<file path="src/rtl/rtc_seq_pkg.sv">
// Shared definitions for the RTC bus-cycle phase sequencer and the bus signal decoder.
package rtc_seq_pkg;

  typedef enum logic {
    ST_IDLE = 1'b0,
    ST_RUN  = 1'b1
  } seq_state_e;

  localparam logic MODE_WR = 1'b0;
  localparam logic MODE_RD = 1'b1;

  // Phase indices as seen by the bus signal decoder.
  localparam int PH_ADDR_SETUP  = 0;
  localparam int PH_ADDR_HOLD   = 1;
  localparam int PH_CS_SETUP    = 2;
  localparam int PH_CMD_SETUP   = 3;
  localparam int PH_STB_ASSERT  = 4;
  localparam int PH_STB_WIDTH   = 5;
  localparam int PH_DATA_VALID  = 6;
  localparam int PH_STB_RELEASE = 7;
  localparam int PH_DATA_HOLD   = 8;
  localparam int PH_CS_HOLD     = 9;
  localparam int PH_TURNAROUND  = 10;
  localparam int PH_RECOVERY    = 11;

  // Packed phase 11 first, phase 0 last; phase p sits at [p*6 +: 6].
  localparam logic [71:0] DUR_WR_DEFAULT = {
    6'd10, 6'd50, 6'd10, 6'd10, 6'd20, 6'd60,
    6'd20, 6'd10, 6'd10, 6'd20, 6'd20, 6'd20
  };
  localparam logic [71:0] DUR_RD_DEFAULT = DUR_WR_DEFAULT;

endpackage

</file>
<file path="src/rtl/rtc_dwell_mux.sv">
// Selects the dwell count of the current phase from the write or read profile.
module rtc_dwell_mux
  import rtc_seq_pkg::*;
#(
  parameter int NUM_PHASES = 12,
  parameter int PHASE_W    = 4,
  parameter int CNT_W      = 6
) (
  input  logic                          sel_mode,
  input  logic [PHASE_W-1:0]            phase,
  input  logic [NUM_PHASES*CNT_W-1:0]   dur_wr,
  input  logic [NUM_PHASES*CNT_W-1:0]   dur_rd,
  output logic [CNT_W-1:0]              dwell
);

  logic [NUM_PHASES*CNT_W-1:0] prof;

  assign prof  = (sel_mode == MODE_RD) ? dur_rd : dur_wr;
  assign dwell = prof[phase*CNT_W +: CNT_W];

endmodule

</file>
<file path="src/rtl/rtc_phase_sequencer.sv">
// Steps a phase index through NUM_PHASES phases, each held for a profile-selected
// number of clocks, with start/busy/done handshake, abort and continuous repeat.
module rtc_phase_sequencer
  import rtc_seq_pkg::*;
#(
  parameter int NUM_PHASES = 12,
  parameter int PHASE_W    = 4,
  parameter int CNT_W      = 6,
  parameter     DUR_WR     = DUR_WR_DEFAULT,
  parameter     DUR_RD     = DUR_RD_DEFAULT
) (
  input  logic               clk,
  input  logic               reset,
  input  logic               start,
  input  logic               mode,
  input  logic               abort,
  input  logic               continuous,
  output logic               busy,
  output logic [PHASE_W-1:0] phase,
  output logic               phase_stb,
  output logic               done,
  output logic               cur_mode,
  output seq_state_e         state_dbg
);

  localparam int PROF_W = NUM_PHASES * CNT_W;
  localparam logic [PROF_W-1:0]  WR_PROF = PROF_W'(DUR_WR);
  localparam logic [PROF_W-1:0]  RD_PROF = PROF_W'(DUR_RD);
  localparam logic [PHASE_W-1:0] LAST_PH = PHASE_W'(NUM_PHASES - 1);

  if (NUM_PHASES < 2 || NUM_PHASES > 16) begin : g_bad_num
    $error("rtc_phase_sequencer: NUM_PHASES must be 2..16");
  end
  if ((1 << PHASE_W) < NUM_PHASES) begin : g_bad_phase_w
    $error("rtc_phase_sequencer: PHASE_W too narrow for NUM_PHASES");
  end
  if ($bits(DUR_WR) > PROF_W) begin : g_wr_wide
    if (|(DUR_WR >> PROF_W)) begin : g_wr_err
      $error("rtc_phase_sequencer: DUR_WR dwell exceeds CNT_W range");
    end
  end
  if ($bits(DUR_RD) > PROF_W) begin : g_rd_wide
    if (|(DUR_RD >> PROF_W)) begin : g_rd_err
      $error("rtc_phase_sequencer: DUR_RD dwell exceeds CNT_W range");
    end
  end

  seq_state_e         state, state_n;
  logic [PHASE_W-1:0] phase_n;
  logic [CNT_W-1:0]   cnt, cnt_n;
  logic [CNT_W-1:0]   dwell;
  logic               mode_n, stb_n, done_n;

  rtc_dwell_mux #(
    .NUM_PHASES (NUM_PHASES),
    .PHASE_W    (PHASE_W),
    .CNT_W      (CNT_W)
  ) u_dwell_mux (
    .sel_mode (cur_mode),
    .phase    (phase),
    .dur_wr   (WR_PROF),
    .dur_rd   (RD_PROF),
    .dwell    (dwell)
  );

  // Handshake: start is accepted only in IDLE without abort; busy stays high from
  // the accept edge until the final-phase edge, where done pulses for one cycle.
  always_comb begin
    state_n = state;
    phase_n = phase;
    cnt_n   = cnt;
    mode_n  = cur_mode;
    stb_n   = 1'b0;
    done_n  = 1'b0;
    case (state)
      ST_IDLE: begin
        phase_n = '0;
        cnt_n   = '0;
        if (start && !abort) begin
          state_n = ST_RUN;
          stb_n   = 1'b1;
          mode_n  = mode;
        end
      end
      ST_RUN: begin
        if (abort) begin
          state_n = ST_IDLE;
          phase_n = '0;
          cnt_n   = '0;
        end else if (cnt != dwell) begin
          cnt_n = cnt + CNT_W'(1);
        end else if (phase != LAST_PH) begin
          phase_n = phase + PHASE_W'(1);
          cnt_n   = '0;
          stb_n   = 1'b1;
        end else begin
          done_n  = 1'b1;
          phase_n = '0;
          cnt_n   = '0;
          if (continuous) begin
            stb_n  = 1'b1;
            mode_n = mode;
          end else begin
            state_n = ST_IDLE;
          end
        end
      end
      default: state_n = ST_IDLE;
    endcase
  end

  always_ff @(posedge clk) begin
    if (reset) begin
      state     <= ST_IDLE;
      phase     <= '0;
      cnt       <= '0;
      cur_mode  <= 1'b0;
      phase_stb <= 1'b0;
      done      <= 1'b0;
    end else begin
      state     <= state_n;
      phase     <= phase_n;
      cnt       <= cnt_n;
      cur_mode  <= mode_n;
      phase_stb <= stb_n;
      done      <= done_n;
    end
  end

  assign busy      = (state == ST_RUN);
  assign state_dbg = state;

endmodule

</file>
<file path="config.mk">
export PLATFORM = sky130hd
export DESIGN_NAME = rtc_phase_sequencer
export DESIGN_NICKNAME = d
export VERILOG_FILES = /design/src/rtl/rtc_seq_pkg.sv /design/src/rtl/rtc_dwell_mux.sv /design/src/rtl/rtc_phase_sequencer.sv
export SDC_FILE = /design/constraint.sdc
export NUM_CORES = 1
export LEC_CHECK = 0
export CORE_ASPECT_RATIO = 0.7
export CORE_MARGIN = 4
export CORE_UTILIZATION = 46
export CTS_BUF_LIST = sky130_fd_sc_hd__clkbuf_16
export CTS_CLUSTER_SIZE = 12
export DETAILED_ROUTE_END_ITERATION = 10
export PLACE_DENSITY = 0.74
export SYNTH_ARGS = -nofsm -noshare
export SYNTH_HDL_FRONTEND = slang
export SYNTH_SLANG_ARGS = --single-unit
</file>
<file path="constraint.sdc">
create_clock -name clk -period 2.5 [get_ports clk]
set_input_delay 0.375 -clock clk [delete_from_list [all_inputs] [get_ports clk]]
set_output_delay 0.375 -clock clk [all_outputs]
set_load 0.05 [all_outputs]
</file>
==> out/results.tsv, run 1 <==
stage	metric	value	unit
clock_tree	CTS Buffer Depth	2	
floorplan	I/O Pins	15	
grt	largest net degree at the start of global routing	13	
outcome	status	finished clean	
floorplan	Die Span Y	44.1	µm
floorplan	core region area	1670	µm²
drt	DRT Pass-1 Iters	4	
power	Sw Ratio	0.209	
power	power per standard cell area	495	nW/µm²
logic_synthesis	Synth area leaders	dfxtp_1 (33%), ha_1 (10%), xor2_1 (5.1%), nand2b_1 (4.4%), nor2_1 (3.5%)	
sta	max-slew violations	0	
grt	GRT Max-Usage Layer	met2	
grt	vias in the first global route	644	
setup_path	critical setup path kind	flip-flop to flip-flop	
min_path	Min-Delay Path Class	flip-flop to flip-flop	
power	Combinational Power Share	0.081	
job	Max-Cap Viols	0	
placement	hpwl dp	1.22	mm
sta	post-route minimum period	2.46	ns
clock_tree	H-tree Lvls	1	
power	Flop pwr share	0.395	
grt	gr ovfl total	0	
sta	Setup-failing EPs final	0	
floorplan	starting density of the core	0.514	
power	leakage	0.455	nW
grt	met3 usage	0.0612	
setup_path	reg2reg path depth	9	
sta	TNS Setup	0	ns
setup_path	Max FO, Critical Path	5	
sta	Hold Vio Cnt, Final	0	
logic_synthesis	Simple-Gate Fraction of Synth Area	0.248	
sta	clk_skew	0.00248	ns
drt	Iteration-0 DRC Markers	8	
cells_and_area	total inserted antenna cells	0	
clock_tree	Skew-Pair Late Insertion Delay	0.24	ns
cells_and_area	share of cells above drive strength 1	0.221	
setup_path	cell depth of the worst setup path	9	
drt	DRT antenna net count	0	
placement	PortBufs	14	
setup_path	crit path launch type	flip-flop	
clock_tree	CTS tree	built	
logic_synthesis	Syn Nets	105	
drt	drt wl/cell	14.1	µm
placement	placer's final routability congestion estimate	0.704	
sta	Slew @ Worst Pin	0.503	ns
logic_synthesis	Seq/Total Area, Yosys	0.327	
cells_and_area	P&R area growth vs syn	36.1	%
logic_synthesis	post-synthesis register bit count	14	
setup_path	slowest library cell on the worst path	or4_4	
setup_path	CP Data Required Time	2.64	ns
clock_tree	hold_buf cts	0	
power	NetSw	0.120	mW
logic_synthesis	complex-gate fraction of the synthesized area	0.136	
logic_synthesis	cell area after synthesis	857	µm²
power	Peak VDD IR	430	µV
logic_synthesis	mux cell area share after synthesis	0.0394	
drt	# DRC	0	
drt	vias per std cell	5.26	
sta	Worst slew margin	0.664	
power	clock power share	0.524	
logic_synthesis	Mapped Cells	92	
clock_tree	Num Clock Sinks	14	
clock_tree	root buffer cell	clkbuf_16	
cells_and_area	Post-layout nets	127	
logic_synthesis	area share of the largest cell type after synthesis	0.327	
setup_path	slowest stage delay, CP	0.56	ns
sta	Fmax	406	MHz
logic_synthesis	syn avg cell area	9.32	µm²
drt	final wirelength	1.90	mm
power	Int Power	0.457	mW
floorplan	die extent in x	59.6	µm
cells_and_area	most frequent cells in the layout	clkdlybuf4s50_1 (14), dfxtp_1 (12), nor2_1 (8), nand2b_1 (6), buf_4 (6)	
setup_path	Bufs and invs on worst path	2	
clock_tree	CTS Buf Count	3	
sta	Final Cycle Share	0.984	
grt	met2 GRT Util	0.227	
floorplan	DIE AREA	2630	µm²
logic_synthesis	Yosys top cell by area	dfxtp_1	
grt	met1 Usage GRT	0.185	
cells_and_area	most common cell after layout, fill and taps aside	clkdlybuf4s50_1	
sta	final hold slack	0.473	ns
logic_synthesis	yosys warns	0	
clock_tree	Worst-path clk slew	0.05	ns
setup_path	Worst setup EP type	flip-flop	
grt	Total GRT Usage	0.145	
drt	routed vias	705	
logic_synthesis	Synth Area in XOR/XNOR	0.0818	
grt	first-pass GRT wire length	2.84	mm
setup_path	critical path's top delay family	simple AND/OR/NAND/NOR gates	
floorplan	row count	12	
min_path	hold depth	2	
logic_synthesis	post-synthesis adder-cell area fraction	0.102	
logic_synthesis	Synth cell types	34	
cells_and_area	# fillers	134	
setup_path	worst endpoint data arrival time	2.60	ns
setup_path	crit-path cells	clkinvlp_4 -> ha_4 -> nor3b_2 -> o32ai_2 -> xor2_1 -> or4_4 -> buf_4 -> a211o_2 -> and3_1	
grt	initial antenna violation count	0	
logic_synthesis	combinational family with the most area after synthesis	simple AND/OR/NAND/NOR gates	
worst min-delay path: stages, from the launching register on:
cell	delay, ns
dfxtp_1	0.30
nand2b_1	0.06
mux2i_1	0.06
power by group through the flow:
stage          Sequential (mW)  Combinational [mW]  Clock [mW]
6_report                 0.228              0.0469       0.303
5_1_grt                  0.228              0.0499       0.324
4_1_cts                  0.229              0.0474       0.307
3_5_place_dp             0.233              0.0470           0
3_3_place_gp             0.233              0.0466           0
2_1_floorplan            0.243              0.0187           0
layer usage:
layer	vias up	part of all wire
li1	356	-
met1	328	0.47
met2	16	0.47
met3	5	0.049
met4	0	0.011
met5	-	0
stage by stage:
stage	instance area [µm²]	util	instances	setup WS (ns)	total power [mW]
after floorplan	862	-	92	0.0722	0.262
after global placement	991	0.595	123	0.114	0.279
after detailed placement	991	0.595	123	0.0202	0.280
after CTS	1070	0.642	127	0.0136	0.583
after global routing	1170	0.700	134	-0.0420	0.602
final	1170	0.700	134	0.0396	0.577
sequential cells by signal (all words and copies together) (netlist names):
name / cells
busy: 1
done: 1
phase_stb: 1
cnt: 6
phase: 4
cur_mode: 1
path summary, 6_finish.rpt:
check	startpoint	endpoint	slack [ns]
min	cur_mode$_SDFFE_PP0P_	cur_mode$_SDFFE_PP0P_	0.47
max	phase[0]$_SDFFE_PP0P_	phase[3]$_SDFFE_PP0P_	0.04
max reg2reg	phase[0]$_SDFFE_PP0P_	phase[3]$_SDFFE_PP0P_	0.04
min reg2reg	cur_mode$_SDFFE_PP0P_	cur_mode$_SDFFE_PP0P_	0.47
timing repair:
item | in CTS | in global routing
gates resized for setup | 0 | 9
setup endpoints to repair | 1 | 4
buffers inserted | 0 | 7
pin swaps | 1 | 6
synthesized netlist by cell type:
| library cell | number |
|---|---|
| dfxtp_1 | 14 |
| nor2_1 | 8 |
| ha_1 | 7 |
| nand2b_1 | 6 |
| inv_1 | 5 |
| xor2_1 | 5 |
| nand2_1 | 4 |
| a21oi_1 | 3 |
| and3_1 | 3 |
| nand3_1 | 3 |
| o21ai_0 | 3 |
| xnor2_1 | 3 |
| a211oi_1 | 2 |
| buf_4 | 2 |
| buf_6 | 2 |
| mux2i_1 | 2 |
| nor2b_1 | 2 |
| nor3b_1 | 2 |
| a211o_2 | 1 |
| a22o_2 | 1 |
| a22oi_1 | 1 |
| and2b_2 | 1 |
| and3b_1 | 1 |
| and4bb_1 | 1 |
| mux2i_2 | 1 |
| nand3b_1 | 1 |
| nor3_1 | 1 |
| o21a_1 | 1 |
| o22ai_1 | 1 |
| o31ai_4 | 1 |
| o32ai_1 | 1 |
| or3_2 | 1 |
| or4_1 | 1 |
| or4_4 | 1 |
cell families after synthesis:
group,count (synthesis)
adders and majority gates,7
and+or+nand+nor,36
AOI/OAI and AO/OA,15
xor gates and xnor gates,8
muxes,3
DFF,14
buffers and inverters,9
cell type report:
class | count | area, µm² | area share
sequential | 14 | 288 | 0.247
inverter | 5 | 22.5 | 0.0193
clock buffer | 3 | 75.1 | 0.0644
clock inverter | 1 | 3.75 | 0.00322
timing repair buffer | 21 | 190 | 0.163
multi-input combinational | 69 | 561 | 0.481
tap | 21 | 26.3 | 0.0225
No activity file was read; power rests on OpenSTA's default activity.
==> inputs of run 2 (changes only) <==
Settings changed: CORE_ASPECT_RATIO 0.7 to not set, CORE_UTILIZATION 46 to 50, PLACE_DENSITY 0.74 to 0.76.
Clock period 2.5 ns to 2.4 ns, I/O delays scaled along.
==> run 2 against run 1 <==
  * Flip-flop and latch count did not move
  * Final area grew 0.11%
  * Maximum frequency is 2.8% higher
  * Critical path depth fell by 1
  * Die area is 7.2% lower
  * Highest routed layer is now met3
  * Largest power group unchanged
  * Core utilization increased by 4.9 points
  * Non-clock buffer count fell by 2
  * Hold slack about the same
  * Total power is 4.0% higher
  * Count of clock-buffer cells in the layout unchanged
  * Sequential share of layout area increased by 0.19 points
  * Critical path type unchanged
  * Critical endpoint is now phase[2]$_SDFFE_PP0P_
  * Clock power grew 4%
==> out/results.tsv, run 2 (synthesis gave the netlist of run 1 again) <==
stage	metric	value	unit	change
outcome	status	finished clean		
drt	DRT Pass-1 Iters	4		unchanged
setup_path	Critical Path Most Common Cell	or4_4		
grt	Total GRT Usage	0.170		+0.0242
sta	Slew @ Worst Pin	0.500	ns	-0.00288 ns
setup_path	slowest stage delay, CP	0.61	ns	+0.05 ns
power	Combinational Power Share	0.081		about the same
drt	drt wl/cell	15.0	µm	+6.1%
power	Flop pwr share	0.395		about the same
cells_and_area	# fillers	117		-13%
cells_and_area	Largest regs	cnt: 6 flops, phase: 4 flops		
sta	Final Cycle Share	0.997		+0.0130
grt	vias in the first global route	725		+13%
clock_tree	CTS tree	built		
grt	gr ovfl total	0		unchanged
setup_path	CP Data Required Time	2.57	ns	-0.07 ns
cells_and_area	share of cells above drive strength 1	0.252		+0.0310
drt	met1 WL	869	µm	-1.7%
sta	final hold slack	0.473	ns	-0.000311 ns
floorplan	Die Span Y	49.4	µm	+12%
setup_path	worst endpoint data arrival time	2.56	ns	-0.04 ns
drt	routed vias	707		+0.28%
cells_and_area	max FFs per register	6		unchanged
power	Int Power	0.476	mW	+4.2%
setup_path	R2R Setup Slk	0.007	ns	-0.03 ns
sta	RSZ-0062 raised after global routing	yes		
sta	clk_skew	0.00230	ns	-0.000176 ns
setup_path	slowest library cell on the worst path	or4_4		
setup_path	Bufs and invs on worst path	1		-1
cells_and_area	most common cell after layout, fill and taps aside	clkdlybuf4s50_1		
sta	Setup-failing EPs final	0		unchanged
setup_path	critical setup path kind	flip-flop to flip-flop		
min_path	hold depth	1		-1
cells_and_area	Post-layout nets	125		-1.6%
clock_tree	hold_buf cts	0		unchanged
drt	Iteration-0 DRC Markers	6		-2
min_path	Hold Path Origin	cnt[0]$_SDFF_PP0_		
floorplan	I/O Pins	15		unchanged
floorplan	die extent in x	49.4	µm	-17%
cells_and_area	Reg with most FFs	cnt		
drt	final wirelength	1.91	mm	+0.58%
clock_tree	Worst-path clk slew	0.05	ns	about the same
sta	Hold Vio Cnt, Final	0		unchanged
placement	placer's final routability congestion estimate	0.769		+9.2%
setup_path	Worst setup EP type	flip-flop		
placement	PortBufs	14		unchanged
setup_path	crit-path cells	inv_2 -> ha_4 -> nor3b_2 -> o32ai_2 -> xor2_1 -> or4_4 -> or4_4 -> a21oi_2		
sta	post-route minimum period	2.39	ns	-0.0673 ns
power	Sw Ratio	0.208		-0.000798
setup_path	Max FO, Critical Path	7		+2
clock_tree	root buffer cell	clkbuf_16		
floorplan	core region area	1560	µm²	-6.5%
clock_tree	Skew-Pair Late Insertion Delay	0.24	ns	about the same
min_path	hold endpoint	cnt[0]$_SDFF_PP0_		
drt	vias per std cell	5.57		+5.8%
min_path	Min-Delay Path Class	flip-flop to flip-flop		
sta	Worst slew margin	0.665		+0.00193
setup_path	capturing point of the worst reg2reg path	phase[2]$_SDFFE_PP0P_		
setup_path	critical path's top delay family	simple AND/OR/NAND/NOR gates		
placement	hpwl dp	1.27	mm	+4.4%
setup_path	reg2reg path depth	8		-1
power	Peak VDD IR	404	µV	-6.1%
power	leakage	0.456	nW	+0.24%
drt	DRT antenna net count	0		unchanged
grt	first-pass GRT wire length	3.30	mm	+16%
sta	max-slew violations	0		unchanged
drt	Top Layer Used	met3		
clock_tree	H-tree Lvls	1		unchanged
power	clock power share	0.524		about the same
drt	routed length on met3	69	µm	-25%
clock_tree	Num Clock Sinks	14		unchanged
clock_tree	CTS Buffer Depth	2		unchanged
power	NetSw	0.125	mW	+3.7%
drt	# DRC	0		unchanged
cells_and_area	most frequent cells in the layout	clkdlybuf4s50_1 (14), dfxtp_1 (10), nor2_1 (8), nand2b_1 (6)		
setup_path	crit path launch type	flip-flop		
cells_and_area	total inserted antenna cells	0		unchanged
job	Max-Cap Viols	0		unchanged
clock_tree	CTS Buf Count	3		unchanged
cells_and_area	P&R area growth vs syn	36.2	%	
drt	met2 WL post-DR	968	µm	+7.8%
grt	initial antenna violation count	0		unchanged
floorplan	starting density of the core	0.550		+0.0355
floorplan	row count	14		+2
setup_path	reg2reg start	phase[1]$_SDFFE_PP0P_		
sta	Fmax	418	MHz	+2.8%
grt	largest net degree at the start of global routing	13		unchanged
power	power per standard cell area	515	nW/µm²	+3.9%
floorplan	DIE AREA	2440	µm²	-7.2%
cells_and_area	final core utilization	0.749		+0.0491
power	total power	0.601	mW	+4.0%
[run 2: cell types whose count changed in the layout (fill, tap and decap cells not counted), sizes merged]
| cell | previous run | this run |
|---|---|---|
| clkbuf | 4 | 3 |
| clkinvlp | 1 | 0 |
| buf | 6 | 5 |
| inv | 4 | 5 |
[run 2: power by group through the flow]
stage | logic [mW] | clock network, mW | registers (mW)
5_1_grt | 0.0518 | 0.332 | 0.238
3_3_place_gp | 0.0486 | 0 | 0.242
2_1_floorplan | 0.0195 | 0 | 0.252
3_5_place_dp | 0.0486 | 0 | 0.242
6_report | 0.0487 | 0.315 | 0.237
4_1_cts | 0.0489 | 0.314 | 0.237
[run 2: worst max path at each step]
| stage | from | to | cells past startpoint |
|---|---|---|---|
| after floorplan | phase[0]$_SDFFE_PP0P_ | cur_mode$_SDFFE_PP0P_ | 9 |
| after global placement | phase[0]$_SDFFE_PP0P_ | phase[2]$_SDFFE_PP0P_ | 8 |
| after detailed placement | phase[0]$_SDFFE_PP0P_ | phase[2]$_SDFFE_PP0P_ | 8 |
| after CTS | phase[1]$_SDFFE_PP0P_ | phase[2]$_SDFFE_PP0P_ | 8 |
| after global routing | phase[0]$_SDFFE_PP0P_ | phase[2]$_SDFFE_PP0P_ | 8 |
| final | phase[1]$_SDFFE_PP0P_ | phase[2]$_SDFFE_PP0P_ | 8 |
[run 2: repair_timing]
action / 4_1_cts / 5_1_grt
setup endpoints to repair: 1 / 3
setup buffers: 1 / 3
gates cloned: 0 / 0
pin swaps: 2 / 6
hold endpoints to repair: 0 / 0
resized for setup: 3 / 11
[run 2: cell type report]
| cell class | instances | area (µm²) | area share |
|---|---|---|---|
| clock inverters | 1 | 3.75 | 0.00322 |
| inverters | 5 | 23.8 | 0.0204 |
| clock buffers | 3 | 75.1 | 0.0643 |
| well taps | 16 | 20.0 | 0.0171 |
| flip-flops and latches | 14 | 290 | 0.249 |
| multi-input cells | 69 | 577 | 0.494 |
| repair buffers | 19 | 178 | 0.152 |
[run 2: metal layers]
| layer | up-vias | global-route usage |
|---|---|---|
| met2 | 13 | 0.306 |
| met5 | - | 0 |
| li1 | 358 | - |
| met3 | 0 | 0.0398 |
| met4 | 0 | 0.0415 |
| met1 | 336 | 0.200 |
[run 2: per-stage QoR]
stage	instance area, µm²	TNS, ns	std cells	setup WS [ns]
after floorplan	866	0	92	0.0370
after global placement	996	0	119	0.0692
after detailed placement	996	-0.00821	119	-0.00821
after CTS	1100	0	124	0.00833
after global routing	1170	-0.0703	127	-0.0703
final	1170	0	127	0.00687
